--- src/rtl/perm_ctrl_pkg.sv ---
// Shared definitions for the permutation round controller: state encoding
// and default geometry.
package perm_ctrl_pkg;

  typedef enum logic [1:0] {
    ST_IDLE = 2'd0,
    ST_RUN  = 2'd1,
    ST_DONE = 2'd2
  } perm_state_e;

  localparam int DEF_WIDTH      = 4;
  localparam int DEF_MAX_ROUNDS = 12;

endpackage

--- src/rtl/perm_round_ctrl.sv ---
// Round sequencer for an iterated permutation: loads a start round from the
// requested count, steps UNROLL rounds per enabled cycle and pulses done.
module perm_round_ctrl
  import perm_ctrl_pkg::*;
#(
  parameter int WIDTH      = DEF_WIDTH,
  parameter int MAX_ROUNDS = DEF_MAX_ROUNDS,
  parameter int UNROLL     = 1
) (
  input  logic             clk_i,
  input  logic             rst_i,
  input  logic             start_i,
  input  logic [WIDTH-1:0] num_rounds_i,
  input  logic             en_i,
  input  logic             abort_i,
  output logic             ready_o,
  output logic             busy_o,
  output logic [WIDTH-1:0] round_o,
  output logic             last_rnd_o,
  output logic             done_o,
  output logic             err_o
);

  if (MAX_ROUNDS >= (1 << WIDTH) || UNROLL == 0 || UNROLL > MAX_ROUNDS) begin : g_bad_params
    $error("perm_round_ctrl: MAX_ROUNDS must fit in WIDTH bits and 1 <= UNROLL <= MAX_ROUNDS");
  end

  localparam logic [WIDTH-1:0] MAX_W = WIDTH'(MAX_ROUNDS);
  localparam logic [WIDTH-1:0] UNR_W = WIDTH'(UNROLL);

  perm_state_e      state_q, state_d;
  logic [WIDTH-1:0] round_q, round_d;
  logic             err_q, err_d;
  logic [WIDTH:0]   round_sum;
  logic             at_last;
  logic             num_legal;

  // One extra bit keeps the end-of-run compare free of wrap-around.
  assign round_sum = {1'b0, round_q} + {1'b0, UNR_W};
  assign at_last   = (round_sum == {1'b0, MAX_W});
  assign num_legal = (num_rounds_i != '0) && (num_rounds_i <= MAX_W) &&
                     ((num_rounds_i % UNR_W) == '0);

  always_comb begin
    state_d = state_q;
    round_d = round_q;
    err_d   = 1'b0;
    unique case (state_q)
      ST_IDLE: begin
        round_d = '0;
        if (start_i) begin
          if (num_legal) begin
            state_d = ST_RUN;
            round_d = MAX_W - num_rounds_i;
          end else begin
            err_d = 1'b1;
          end
        end
      end
      ST_RUN: begin
        if (abort_i) begin
          state_d = ST_IDLE;
          round_d = '0;
        end else if (en_i) begin
          if (at_last) begin
            state_d = ST_DONE;
          end else begin
            round_d = round_sum[WIDTH-1:0];
          end
        end
      end
      ST_DONE: begin
        state_d = ST_IDLE;
        round_d = '0;
      end
      default: begin
        state_d = ST_IDLE;
        round_d = '0;
      end
    endcase
  end

  always_ff @(posedge clk_i or posedge rst_i) begin
    if (rst_i) begin
      state_q <= ST_IDLE;
      round_q <= '0;
      err_q   <= 1'b0;
    end else begin
      state_q <= state_d;
      round_q <= round_d;
      err_q   <= err_d;
    end
  end

  // err_q is cleared asynchronously, so it is already low while reset is held.
  assign ready_o    = (state_q == ST_IDLE);
  assign busy_o     = (state_q == ST_RUN);
  assign round_o    = (state_q == ST_IDLE) ? '0 : round_q;
  assign last_rnd_o = (state_q == ST_RUN) && at_last;
  assign done_o     = (state_q == ST_DONE);
  assign err_o      = err_q;

endmodule

--- config.mk ---
export PLATFORM = sky130hd
export DESIGN_NAME = perm_round_ctrl
export DESIGN_NICKNAME = d
export VERILOG_FILES = /design/src/rtl/perm_ctrl_pkg.sv /design/src/rtl/perm_round_ctrl.sv
export SDC_FILE = /design/constraint.sdc
export NUM_CORES = 1
export LEC_CHECK = 0
export ABC_CLOCK_PERIOD_IN_PS = 3600
export CORE_AREA = 8 8 45 47
export CTS_CLUSTER_DIAMETER = 150
export DETAILED_ROUTE_END_ITERATION = 8
export DIE_AREA = 0 0 53 55
export MAX_ROUTING_LAYER = met4
export PLACE_DENSITY = 0.72
export SYNTH_ARGS = -nofsm -noshare
export SYNTH_HDL_FRONTEND = slang
export SYNTH_SLANG_ARGS = --single-unit
--- constraint.sdc ---
create_clock -name clk_i -period 3.6 [get_ports clk_i]
set_input_delay 1.08 -clock clk_i [delete_from_list [all_inputs] [get_ports clk_i]]
set_output_delay 1.08 -clock clk_i [all_outputs]
set_load 0.005 [all_outputs]
Word level (Yosys, flattened, before mapping):

Cells that the tools add are included.

* add/sub/neg operators: 2
* $lt $le $gt $ge: 1
* equality and inequality tests: 8
* muxes and demuxes: 16
* reductions and logical operators: 6

Operators with widths (count)
* 4-bit two-way mux: 6
* 2-bit two-way mux: 5
* 4-bit case mux with 2 select lines: 1
* 3-bit != test (second input constant): 2
* 4-bit by 1-bit adder with 5-bit output (second input constant): 1
* 5-bit by 4-bit equality test with 1-bit output (second input constant): 1
* 4-bit <= comparator (second input constant): 1
* 2-bit case mux with 2 select lines: 1
* 4-bit AND reduction: 1
* 4-bit nonzero test: 1
* 4-bit subtractor (first input constant): 1
* 1-bit two-way mux: 3
* 3-bit by 2-bit != test with 1-bit output (second input constant): 1
* 2-bit by 1-bit equality test with 1-bit output (second input constant): 1
* 2-bit equality test (second input constant): 1
* 1-bit logical AND: 2
* 2-bit logical NOT: 1
* 2-bit by 1-bit != test with 1-bit output (second input constant): 1
* 2-bit != test (second input constant): 1
* 2-bit AND reduction: 1

* register bits after elaboration: 7
* input port bits: 9
* output and inout bits: 9
* word-level logic and storage cells: 36

Longest topological paths before layout:

* depth after elaboration: 6
* mapped depth: 6
* mapped depth without buffers: 6

Worst setup path before layout:

OpenSTA, ideal clock, no wires.

* path kind: in2reg
* from: input port num_rounds_i[0]
* to: register round_q[1]
* library setup time: 128 ps
* arrival time: 2146 ps
* required time: 3472 ps
* setup slack: 1327 ps
* cell stages on the path: 6
* buffers on the path: 0
* cell sequence: inv_1 -> ha_1 -> and2b_1 -> a221oi_4 -> a22o_1 -> mux2_1

* longest elaborated chain between the ends: 5
* elaborated cells on any way between the ends: 7
* classes of those cells: 1 x add/sub; 1 x order compare; 3 x mux; 2 x reduce/logical

RTL lines
* start, declared: line perm_round_ctrl.sv:13 `input logic [WIDTH-1:0] num_rounds_i,`
* 4-bit <= comparator / 4-bit nonzero test (equally long branches): line perm_round_ctrl.sv:41 `assign num_legal = (num_rounds_i != '0) && (num_rounds_i <= MAX_W) &&`
* 1-bit logical AND: line perm_round_ctrl.sv:41
* 4-bit two-way mux *: line perm_round_ctrl.sv:52 `if (num_legal) begin`
* 4-bit two-way mux *: line perm_round_ctrl.sv:51 `if (start_i) begin`
* 4-bit case mux with 2 select lines *: line perm_round_ctrl.sv:48 `unique case (state_q)`
* end signal, assigned: line perm_round_ctrl.sv:90 `round_q <= round_d;`
* end, declared: line perm_round_ctrl.sv:32 `logic [WIDTH-1:0] round_q, round_d;`

Every way passes the cells marked *; elsewhere a longest branch is shown, timed or not.
A chain may end at the register's enable or synchronous reset.

Worst setup path after layout:

* from: register round_q[0]
* to: output port last_rnd_o

* longest elaborated chain between the ends: 3

RTL lines
* 4-bit by 1-bit adder with 5-bit output: line perm_round_ctrl.sv:39 `assign round_sum = {1'b0, round_q} + {1'b0, UNR_W};`
* 5-bit by 4-bit equality test with 1-bit output: line perm_round_ctrl.sv:40 `assign at_last = (round_sum == {1'b0, MAX_W});`
* 1-bit logical AND: line perm_round_ctrl.sv:99 `assign last_rnd_o = (state_q == ST_RUN) && at_last;`
* end, declared: line perm_round_ctrl.sv:19 `output logic last_rnd_o,`

No other way between the ends.

==> results.py <==
metrics = {
    "outcome": {
        "outcome": "finished, final reports clean",
    },
    "logic_synthesis": {
        "synth_cell_types": 31,
        "yosysWarnings": 0,
        "syn_nets": 70,
        "syn_area_per_cell_um2": 9.49,
        "synthTopCellsByArea": "dfrtp_1, nor2b_1, ha_1",
        "yosysSeqAreaShare_pct": 31.8,
        "netlist_area_um2": 551,
        "synth_largest_area_cell": "dfrtp_1",
        "yosys_register_bits": 7,
        "syn_inst": 58,
        "synth_top_area_share_pct": 31.8,
    },
    "drt": {
        "drt_iter0_drc": 8,
        "drtAntennaViolNets": 0,
        "drt-met1-wl_um": 522,
        "dr_wl_met2_um": 579,
        "drcViolationCount": 0,
        "post_drt_wl_per_cell_um": 12.7,
        "num_vias": 503,
        "highest-signal-layer": "met4",
        "wirelength_um": 1200,
        "first_pass_iters": 4,
        "vias_per_cell": 5.29,
        "met3WireLength_um": 81,
    },
    "final_layout": {
        "layout_common_cells": "clkdlybuf4s50_1, nor2b_1, dfrtp_1, nor2_1, inv_1",
        "drive_above_1_share_pct": 8.86,
        "diodes": 0,
        "finalNonFillerCells": 95,
        "area_delta_synth_final_pct": 39.3,
        "final_util_pct": 55.4,
        "finalNetCount": 92,
        "layout_commonest_cell": "clkdlybuf4s50_1",
        "stdcell_area_um2": 767,
    },
    "sta": {
        "tns_ps": 0,
        "whs_ps": 631,
        "period_minus_slack_ps": 3010,
        "maxSlewHeadroom_pct": 73.6,
        "period_share_pct": 83.7,
        "worst_pin_slew_ps": 395,
        "rsz0062_at_grt": "no",
        "finalHoldViolCount": 0,
        "drv_slew": 0,
        "clock_skew_ps": 7.79,
        "setup_viol": 0,
        "fmax_ghz": 0.332,
    },
    "clock_tree": {
        "post_cts_buffers": 0,
        "cts_root_buf": "clkbuf_4",
        "h-tree-depth": 1,
        "cts_resized": 0,
        "cts.sinks": 7,
        "holdBufCountCts": 0,
        "cts_buffer_depth": 2,
        "clk_pin_slew_ps": 50,
        "tritoncts": "built",
        "numCtsBuffers": 3,
        "clk_latency_ps": 250,
    },
    "power": {
        "power_density_nw_per_um2": 326,
        "p_leak_uw": 0.000325,
        "ir_drop_mv": 0.220,
    },
    "placed_design": {
        "place_inst": 91,
        "place_congestion": 0.792,
        "dp_hpwl_um": 1020,
        "portBuffers": 17,
        "place_area_um2": 741,
    },
    "global_routing": {
        "track_usage_pct": 9.68,
        "first_global_vias": 503,
        "grt_pass1_wl_um": 2100,
        "antenna_found_initial": 0,
        "grt_max_degree": 10,
        "overflow": 0,
    },
    "die": {
        "core_um2": 1380,
        "die_h_um": 55,
        "die-width_um": 53,
        "io_pins": 18,
        "rows": 14,
        "start_util_pct": 39.8,
        "fp.dieArea_um2": 2920,
    },
    "worst_hold_path": {
        "hold_class": "reg -> reg",
    },
    "worst_setup_path": {
        "path_cells": "ha_1 > inv_1 > o2111ai_2 > nand2_1 > and2_1 > clkdlybuf4s50_1",
        "cpMaxStageDelayCell": "clkdlybuf4s50_1",
        "worst_setup_path_end_kind": "output port",
        "start_kind": "register",
        "critical_path.top_delay_family": "buffers and inverters",
        "worstPathArrival_ps": 1930,
        "worstPathBufferInverterCount": 2,
        "cp.required_ps": 2520,
        "cp_max_fo": 9,
        "cpPeakStageDelay_ps": 490,
        "path_class": "reg -> out",
        "reg2reg_slack_ps": 1870,
    },
    "run": {
        "cap_violations": 0,
    },
}
[area by class of cell]
cell class / instances / area, µm²
fill: 131 / 617
tap: 16 / 20.0
timing repair buffer: 17 / 170
clock buffer: 4 / 26.3
inverter: 4 / 15.0
multi-input combinational: 47 / 360
sequential: 7 / 175
[cells by family (layout without fill, tap and decap cells)]
| logic type | Yosys count | count (layout) | synth area share, % |
|---|---|---|---|
| adder cells (fa/ha/maj) | 3 | 3 | 6.82 |
| XOR/XNOR | 1 | 1 | 1.59 |
| AO/OA/AOI/OAI | 17 | 17 | 26.6 |
| buffers and inverters | 4 | 25 | 2.73 |
| multiplexers | 2 | 2 | 4.09 |
| AND/OR/NAND/NOR | 24 | 24 | 26.4 |
| flip-flops | 7 | 7 | 31.8 |
[synth_stat cells, drive strengths merged]
master,count
a221oi,1
nor3b,2
or3b,1
mux2,2
ha,3
nand2b,1
nand3,1
o2111ai,1
a22o,1
inv,4
a2bb2oi,1
and3b,1
o2bb2ai,1
nor2b,7
nand4b,1
and2b,1
a21oi,1
a22oi,1
xor2,1
and2,1
dfrtp,7
o21bai,1
and3,1
a31oi,2
nand2,3
nor2,4
a211oi,1
o21ai,4
a21boi,2
[metal layers]
layer | track usage, % | up-vias
li1 | - | 256
met2 | 16.8 | 15
met5 | - | -
met4 | 5.17 | 0
met3 | 1.87 | 2
met1 | 10.2 | 230
[worst register-to-register path, delay by kind of cell (launching register included)]
kind,cells,cell delay [ps]
AND/OR/NAND/NOR,1,190
adder cells (fa/ha/maj),1,250
multiplexers,1,360
flip-flops,1,500
AO/OA/AOI/OAI,1,320
[stage by stage]
stage,worst slack (ps),power [µW]
after floorplan,1330,145
after global routing,460,271
after detailed placement,734,183
final,586,250
after global placement,787,182
after CTS,564,253
[sequential cells by signal (all words and copies together) (netlist names)]
signal,count
state_q,2
err_o,1
round_q,4
[power by group]
part / total (µW) / switching [µW] / internal [µW] / leakage [µW]
sequential: 103 / 15.6 / 87.4 / 0.0000929
combinational: 77.3 / 31.7 / 45.6 / 0.000217
clock: 69.9 / 27.6 / 42.2 / 0.0000150
[path summary, 6_finish.rpt]
kind / start / endpoint / cells after the start
worst max-delay path: round_q[0]$_DFFE_PP0P_ / last_rnd_o / 6
worst min-delay path: state_q[0]$_DFFE_PP0P_ / err_o$_DFF_PP0_ / 2
worst max register to register: round_q[0]$_DFFE_PP0P_ / round_q[0]$_DFFE_PP0P_ / 4
worst min register to register: state_q[0]$_DFFE_PP0P_ / err_o$_DFF_PP0_ / 2
max in group asynchronous: rst_i / round_q[0]$_DFFE_PP0P_ / 2
min in group asynchronous: rst_i / state_q[1]$_DFFE_PP0P_ / 2
No activity file was read; power rests on OpenSTA's default activity.
